**src/rtl/pic_param.sv**
```systemverilog
// ============================================================================
//  Module   : pic_param
//  Brief    : 8259-style programmable interrupt controller, single mode,
//             fixed priority (IRQ0 highest), edge/level selectable per line.
//  Revision : 1.0 - initial release
// ============================================================================
`default_nettype none

module pic_param #(
  parameter int          NUM_IRQ     = 8,
  parameter logic [15:0] BASE_PORT   = 16'h0020,
  parameter logic [7:0]  VECTOR_BASE = 8'h08,
  parameter logic [7:0]  LEVEL_MASK  = 8'h00
) (
  input  logic               iClk,
  input  logic               iRstN,
  input  logic [NUM_IRQ-1:0] iIrq,
  input  logic               iIntAck,
  input  logic [19:0]        iAddr,
  input  logic [7:0]         iWrData,
  input  logic               iWr,
  input  logic               iRd,
  output logic               oInt,
  output logic               oSel,
  output logic [7:0]         oData
);

  localparam logic [8:0]  c_top_bit    = 9'd1 << NUM_IRQ;
  localparam logic [7:0]  c_valid_mask = c_top_bit[7:0] - 8'd1;
  localparam logic [7:0]  c_level_bits = LEVEL_MASK & c_valid_mask;
  localparam logic [7:0]  c_edge_bits  = ~LEVEL_MASK & c_valid_mask;
  localparam logic [15:0] c_port_data  = BASE_PORT + 16'd1;

  typedef enum logic [1:0] {
    ST_IDLE = 2'd0,
    ST_ICW2 = 2'd1,
    ST_ICW4 = 2'd2
  } init_state_t;

  init_state_t r_state;
  logic [7:0]  r_irq_prev;
  logic [7:0]  r_irr;
  logic [7:0]  r_isr;
  logic [7:0]  r_imr;
  logic [4:0]  r_vbase;
  logic [7:0]  r_vector;
  logic        r_ack_phase;
  logic        r_read_sel;
  logic        r_need_icw4;
  logic        r_int;

  logic [7:0]  w_irq;
  logic        w_hit_cmd;
  logic        w_hit_data;
  logic        w_wr_cmd;
  logic        w_wr_data;
  logic        w_icw1;
  logic        w_ocw;
  logic        w_ocw2;
  logic        w_ocw3;
  logic        w_eoi_nonspec;
  logic        w_eoi_spec;
  logic        w_commit;
  logic [7:0]  w_eligible;
  logic        w_blocked;
  logic        w_found;
  logic [2:0]  w_idx;
  logic [7:0]  w_vector_new;
  logic [7:0]  w_isr_lowest;
  logic [7:0]  w_eoi_clear;
  logic [7:0]  w_commit_bit;
  logic [7:0]  w_isr_next;
  logic [7:0]  w_irr_next;
  logic [7:0]  w_rd_data;
  logic        w_unused_addr;

  assign w_irq         = 8'(iIrq);
  assign w_unused_addr = ^iAddr[19:16];

  assign w_hit_cmd  = (iAddr[15:0] == BASE_PORT);
  assign w_hit_data = (iAddr[15:0] == c_port_data);
  assign w_wr_cmd   = iWr & w_hit_cmd;
  assign w_wr_data  = iWr & w_hit_data;

  assign w_icw1        = w_wr_cmd & iWrData[4];
  assign w_ocw         = w_wr_cmd & ~iWrData[4] & (r_state == ST_IDLE);
  assign w_ocw2        = w_ocw & ~iWrData[3];
  assign w_ocw3        = w_ocw & iWrData[3];
  assign w_eoi_nonspec = w_ocw2 & (iWrData == 8'h20);
  assign w_eoi_spec    = w_ocw2 & (iWrData[7:3] == 5'b01100);

  assign w_commit = iIntAck & ~r_ack_phase;

  // A line is blocked by its own in-service bit or any higher-priority one.
  always_comb begin
    w_eligible = 8'd0;
    w_blocked  = 1'b0;
    for (int n = 0; n < 8; n++) begin
      w_blocked     = w_blocked | r_isr[n];
      w_eligible[n] = r_irr[n] & ~r_imr[n] & ~w_blocked;
    end
    w_found = 1'b0;
    w_idx   = 3'd7;
    for (int n = 7; n >= 0; n--) begin
      if (w_eligible[n]) begin
        w_found = 1'b1;
        w_idx   = 3'(n);
      end
    end
  end

  assign w_vector_new = {r_vbase, (w_found ? w_idx : 3'd7)};

  // EOI clears land before the commit set so a same-cycle ack still wins.
  assign w_isr_lowest = r_isr & (~r_isr + 8'd1);
  assign w_eoi_clear  = w_eoi_nonspec ? w_isr_lowest :
                        w_eoi_spec    ? (8'd1 << iWrData[2:0]) : 8'd0;
  assign w_commit_bit = (w_commit & w_found) ? (8'd1 << w_idx) : 8'd0;
  assign w_isr_next   = ((w_icw1 ? 8'd0 : (r_isr & ~w_eoi_clear)) | w_commit_bit)
                        & c_valid_mask;

  assign w_irr_next = ((((w_icw1 ? 8'd0 : r_irr) & ~w_commit_bit)
                        | (w_irq & ~r_irq_prev)) & c_edge_bits)
                      | (w_irq & c_level_bits);

  always_ff @(posedge iClk or negedge iRstN) begin
    if (!iRstN) begin
      r_state     <= ST_IDLE;
      r_irq_prev  <= 8'd0;
      r_irr       <= 8'd0;
      r_isr       <= 8'd0;
      r_imr       <= 8'hFF;
      r_vbase     <= VECTOR_BASE[7:3];
      r_vector    <= 8'd0;
      r_ack_phase <= 1'b0;
      r_read_sel  <= 1'b0;
      r_need_icw4 <= 1'b0;
      r_int       <= 1'b0;
    end else begin
      r_irq_prev <= w_irq;
      r_irr      <= w_irr_next;
      r_isr      <= w_isr_next;
      r_int      <= |w_eligible;

      if (iIntAck) begin
        r_ack_phase <= ~r_ack_phase;
        if (w_commit) begin
          r_vector <= w_vector_new;
        end
      end

      if (w_icw1) begin
        r_state     <= ST_ICW2;
        r_need_icw4 <= iWrData[0];
        r_read_sel  <= 1'b0;
        r_imr       <= ~c_valid_mask;
      end else if (w_wr_data) begin
        case (r_state)
          ST_ICW2: begin
            r_vbase <= iWrData[7:3];
            r_state <= r_need_icw4 ? ST_ICW4 : ST_IDLE;
          end
          ST_ICW4: begin
            r_state <= ST_IDLE;
          end
          default: begin
            r_imr <= iWrData | ~c_valid_mask;
          end
        endcase
      end else if (w_ocw3 & iWrData[1]) begin
        r_read_sel <= iWrData[0];
      end
    end
  end

  assign w_rd_data = w_hit_cmd ? (r_read_sel ? r_isr : r_irr) : r_imr;

  assign oInt  = r_int;
  assign oSel  = iIntAck | (iRd & (w_hit_cmd | w_hit_data));
  assign oData = iIntAck ? (w_commit ? w_vector_new : r_vector) :
                 (iRd & (w_hit_cmd | w_hit_data)) ? w_rd_data : 8'd0;

endmodule

`default_nettype wire

```
**config.mk**
```make
export PLATFORM = sky130hd
export DESIGN_NAME = pic_param
export DESIGN_NICKNAME = d
export VERILOG_FILES = /design/src/rtl/pic_param.sv
export SDC_FILE = /design/constraint.sdc
export NUM_CORES = 1
export LEC_CHECK = 0
export BUFFER_PORTS_ARGS = -buffer_cell sky130_fd_sc_hd__buf_4
export CAP_MARGIN = 40
export CORE_AREA = 2 2 77 79
export CTS_BUF_LIST = sky130_fd_sc_hd__clkbuf_8
export DETAILED_ROUTE_END_ITERATION = 10
export DIE_AREA = 0 0 79 81
export PLACE_DENSITY = 0.77
export SYNTH_ARGS = -nofsm -noshare
export SYNTH_HDL_FRONTEND = slang
export SYNTH_SLANG_ARGS = --single-unit
```
**constraint.sdc**
```tcl
create_clock -name iClk -period 3.49 [get_ports iClk]
set_input_delay 0.1745 -clock iClk [delete_from_list [all_inputs] [get_ports iClk]]
set_output_delay 0.1745 -clock iClk [all_outputs]
set_load 0.03 [all_outputs]
```
==> impl_metrics.toml <==
[power_and_ir_drop]
netSwitchingFraction_pct = 32.7
max-vdd-ir-drop_mv = 0.223
comb_power_share_pct = 23.4
power.internal_mw = 0.938
cellLeakagePower_nw = 1.43
seq_power_share_pct = 50.4
total_switching_power_mw = 0.457
p_total_mw = 1.40
p_per_area_mw_per_mm2 = 420
power.share.clock_pct = 26.2

[synth]
syn-mean-instance-area_sq_um = 9.84
synth_largest_type_area_fraction_pct = 38.7
synth-async-reset-ratio_pct = 100
netlist_area_sq_mm = 0.00272
post-synth-top-area-cell = "dfrtp_1"
synth.yosys.warnings = 0
post_synth_edffs = 0
synth_cell_types = 52
ys_ff_latch = 51
synthTopCellsByArea = "dfrtp_1, dfstp_2, nand2_1"
mappedNetlistNets = 320
prevailing_post_synth_register_cell = "dfrtp_1"
synthesis.instances = 276
synth-seq-area-share_pct = 47.4
netlist_top_cells_count = "nand2_1, dfrtp_1, o21ai_0"
count_leader_synth = "nand2_1"

[critical_path]
critical_path_required_ns = 3.32
critPathTopFamily = "simple AND/OR/NAND/NOR gates"
crit_path_max_incr_delay_ns = 0.59
critical_path.slowest_cell = "or4_4"
cp_max_fo = 10
crit_path_cell_trace = "or4_4 > nor3_1 > nand3_1 > a32oi_1 > o21ai_0 > buf_4"
critical_path_class = "reg -> out"
critical_path_buf_inv_count = 1
critPathArrivalTime_ns = 2.45
start_kind = "flop"
timing.critical_path.to_type = "output pin"

[cells_and_area]
fillers = 519
syn2layout_area_growth_pct = 22.2
post_route_cells_drive_above_1_share_pct = 27.1
antenna-diode-count = 0
final_nets = 375

[sta]
finalCritPeriodShare_pct = 75.1
setup-tns-final_ns = 0
slew_headroom_pct = 40.4
grt_setup_unrepaired = "false"
finalMaxSlewViolations = 0
timing.fmax_mhz = 381
period_needed_ns = 2.62
finalHoldViolations = 0
final-setup-viol-count = 0
timing.clock.skew_ns = 0.00892
worst_pin_slew_ns = 0.890

[drt]
vias = 2372
drtIter0Drc = 198
ant_nets = 0
wl_met2_um = 3560
post_drt_wl_per_cell_um = 17.5
routed.top_layer = "met4"
drt-met1-wl_um = 3070
mean_number_of_vias_per_cell = 5.83
postRouteWirelength_um = 7110
drt_first_pass_iters = 5
met3_wirelength_um = 358
post-route-drc-count = 0

[hold_path]
hp-class = "in -> reg"

[clock_tree]
clk-insertion-delay-late_ns = 0.31
path_clk_slew_ns = 0.10
cts.sink_count = 51
root_buffer_master = "clkbuf_8"
clock_tree.buffer_depth = 2
cts_tree = "yes"
htree_num_levels = 2
cts_inserted_buffers = 5

[placed_design]
place.detailed.hpwl_um = 5150
port_buffers = 46
place.gp.congestion = 0.855

[die]
floorplan.initialDensity_pct = 47.9
dieArea_sq_mm = 0.00640
design.core.area_sq_mm = 0.00568
floorplan.die.width_um = 79
floorplan.die.height_um = 81
design.portCount = 51
placement_rows = 28

[global_route]
grt_start_max_net_pins = 52
grt_pass1_vias = 2412
antenna_found_initial = 0
grt_use_total_pct = 23.8
globalRoute.totalOverflow = 0
grt_first_pass_wirelength_um = 11700

[run]
max_cap_viol_count = 0

[status]
run_status = "complete, no violations"
what timing repair did:
| action | 4_1_cts | 5_1_grt |
|---|---|---|
| hold buffers | 9 | 0 |
| gates resized for setup | 0 | 0 |
| setup buffers | 0 | 0 |
| endpoints found under the hold margin | 50 | 0 |
power groups by stage:
stage	Sequential [mW]	Combinational (mW)	Clock [mW]
3_3_place_gp	0.708	0.309	0
5_1_grt	0.708	0.357	0.404
3_5_place_dp	0.711	0.316	0
6_report	0.703	0.326	0.366
2_1_floorplan	0.691	0.200	0
4_1_cts	0.700	0.326	0.371
cells by family after synthesis:
family,Yosys count,share of synthesized area (%)
adders and majority gates,3,1.38
DFF,51,47.4
AOI/OAI and AO/OA,55,14.8
xor gates and xnor gates,1,0.322
and+or+nand+nor,122,24.3
muxes,21,8.34
buffers and inverters,23,3.45
path summary, 6_finish.rpt:
path,endpoint,slack [ns],startpoint,depth (start not counted)
max,oData[1],0.87,r_isr[0]$_DFF_PN0_,6
min,r_imr[7]$_DFFE_PN1P_,0.11,iWrData[7],2
max reg2reg,r_isr[2]$_DFF_PN0_,1.05,r_state[1]$_DFFE_PN0P_,7
min reg2reg,r_irr[0]$_DFF_PN0_,0.43,r_irq_prev[0]$_DFF_PN0_,1
max in group asynchronous,r_irq_prev[1]$_DFF_PN0_,2.63,iRstN,2
min in group asynchronous,r_vbase[1]$_DFFE_PN0P_,0.42,iRstN,2
sequential cells by signal, indices dropped and copies added, names as in the netlist, 2 cells and up:
name	cells
r_imr	8
r_irq_prev	8
r_irr	8
r_isr	8
r_state	2
r_vbase	5
r_vector	8
placed cells by master, fill, tap and decap left out, drive strengths merged, types with 2 or more instances in the layout:
| cell type | count |
|---|---|
| ha | 3 |
| nor3b | 4 |
| nor4b | 3 |
| nand3 | 9 |
| mux2 | 13 |
| or2 | 2 |
| nor4 | 5 |
| o21ai | 18 |
| nand4 | 5 |
| or3 | 3 |
| a221oi | 4 |
| or3b | 2 |
| mux2i | 8 |
| nand2b | 8 |
| nand2 | 43 |
| dlygate4sd3 | 9 |
| clkbuf | 6 |
| nor2 | 16 |
| o2111ai | 2 |
| nand3b | 3 |
| o22ai | 4 |
| buf | 48 |
| a22o | 9 |
| nor2b | 4 |
| dfstp | 9 |
| inv | 14 |
| or4b | 2 |
| a32o | 4 |
| nor3 | 7 |
| a2111oi | 2 |
| and3 | 2 |
| dfrtp | 42 |
| o41ai | 2 |
| a21oi | 2 |
worst reg2reg max path, stage by stage (launching register included):
cell       delay [ns]
dfrtp_1          0.42
inv_1            0.10
ha_1             0.26
or4b_2           0.64
nor3_2           0.32
nor3b_1          0.23
a2111oi_0        0.10
a221o_1          0.28
layout make-up:
type                            instances  area [sq um]  area share, %
Multi-Input combinational cell        202          1340           40.2
Sequential cell                        51          1290           38.8
Timing Repair Buffer                   57           450           13.6
Tap cell                               75          93.8           2.83
Clock buffer                            6          82.6           2.49
Inverter                               14          52.6           1.58
Clock inverter                          2          16.3          0.490
routing by layer:
| metal | GRT usage [%] | up-vias |
|---|---|---|
| li1 | - | 1119 |
| met1 | 29.9 | 1177 |
| met2 | 41.7 | 65 |
| met3 | 3.89 | 11 |
| met4 | 8.79 | 0 |
| met5 | 0 | - |
metrics by stage:
step	area (sq um)	std cells	setup slack, ns	util (%)	hold WS, ns
6_report	3320	407	0.869	58.5	0.108
5_1_grt	3320	407	0.748	58.5	0.120
4_1_cts	3320	407	0.926	58.5	0.110
3_5_place_dp	3130	390	1.07	55.1	0.243
3_3_place_gp	3130	390	1.08	55.1	0.239
2_1_floorplan	2720	276	1.30	-	-0.121
No activity file was read; power rests on OpenSTA's default activity.
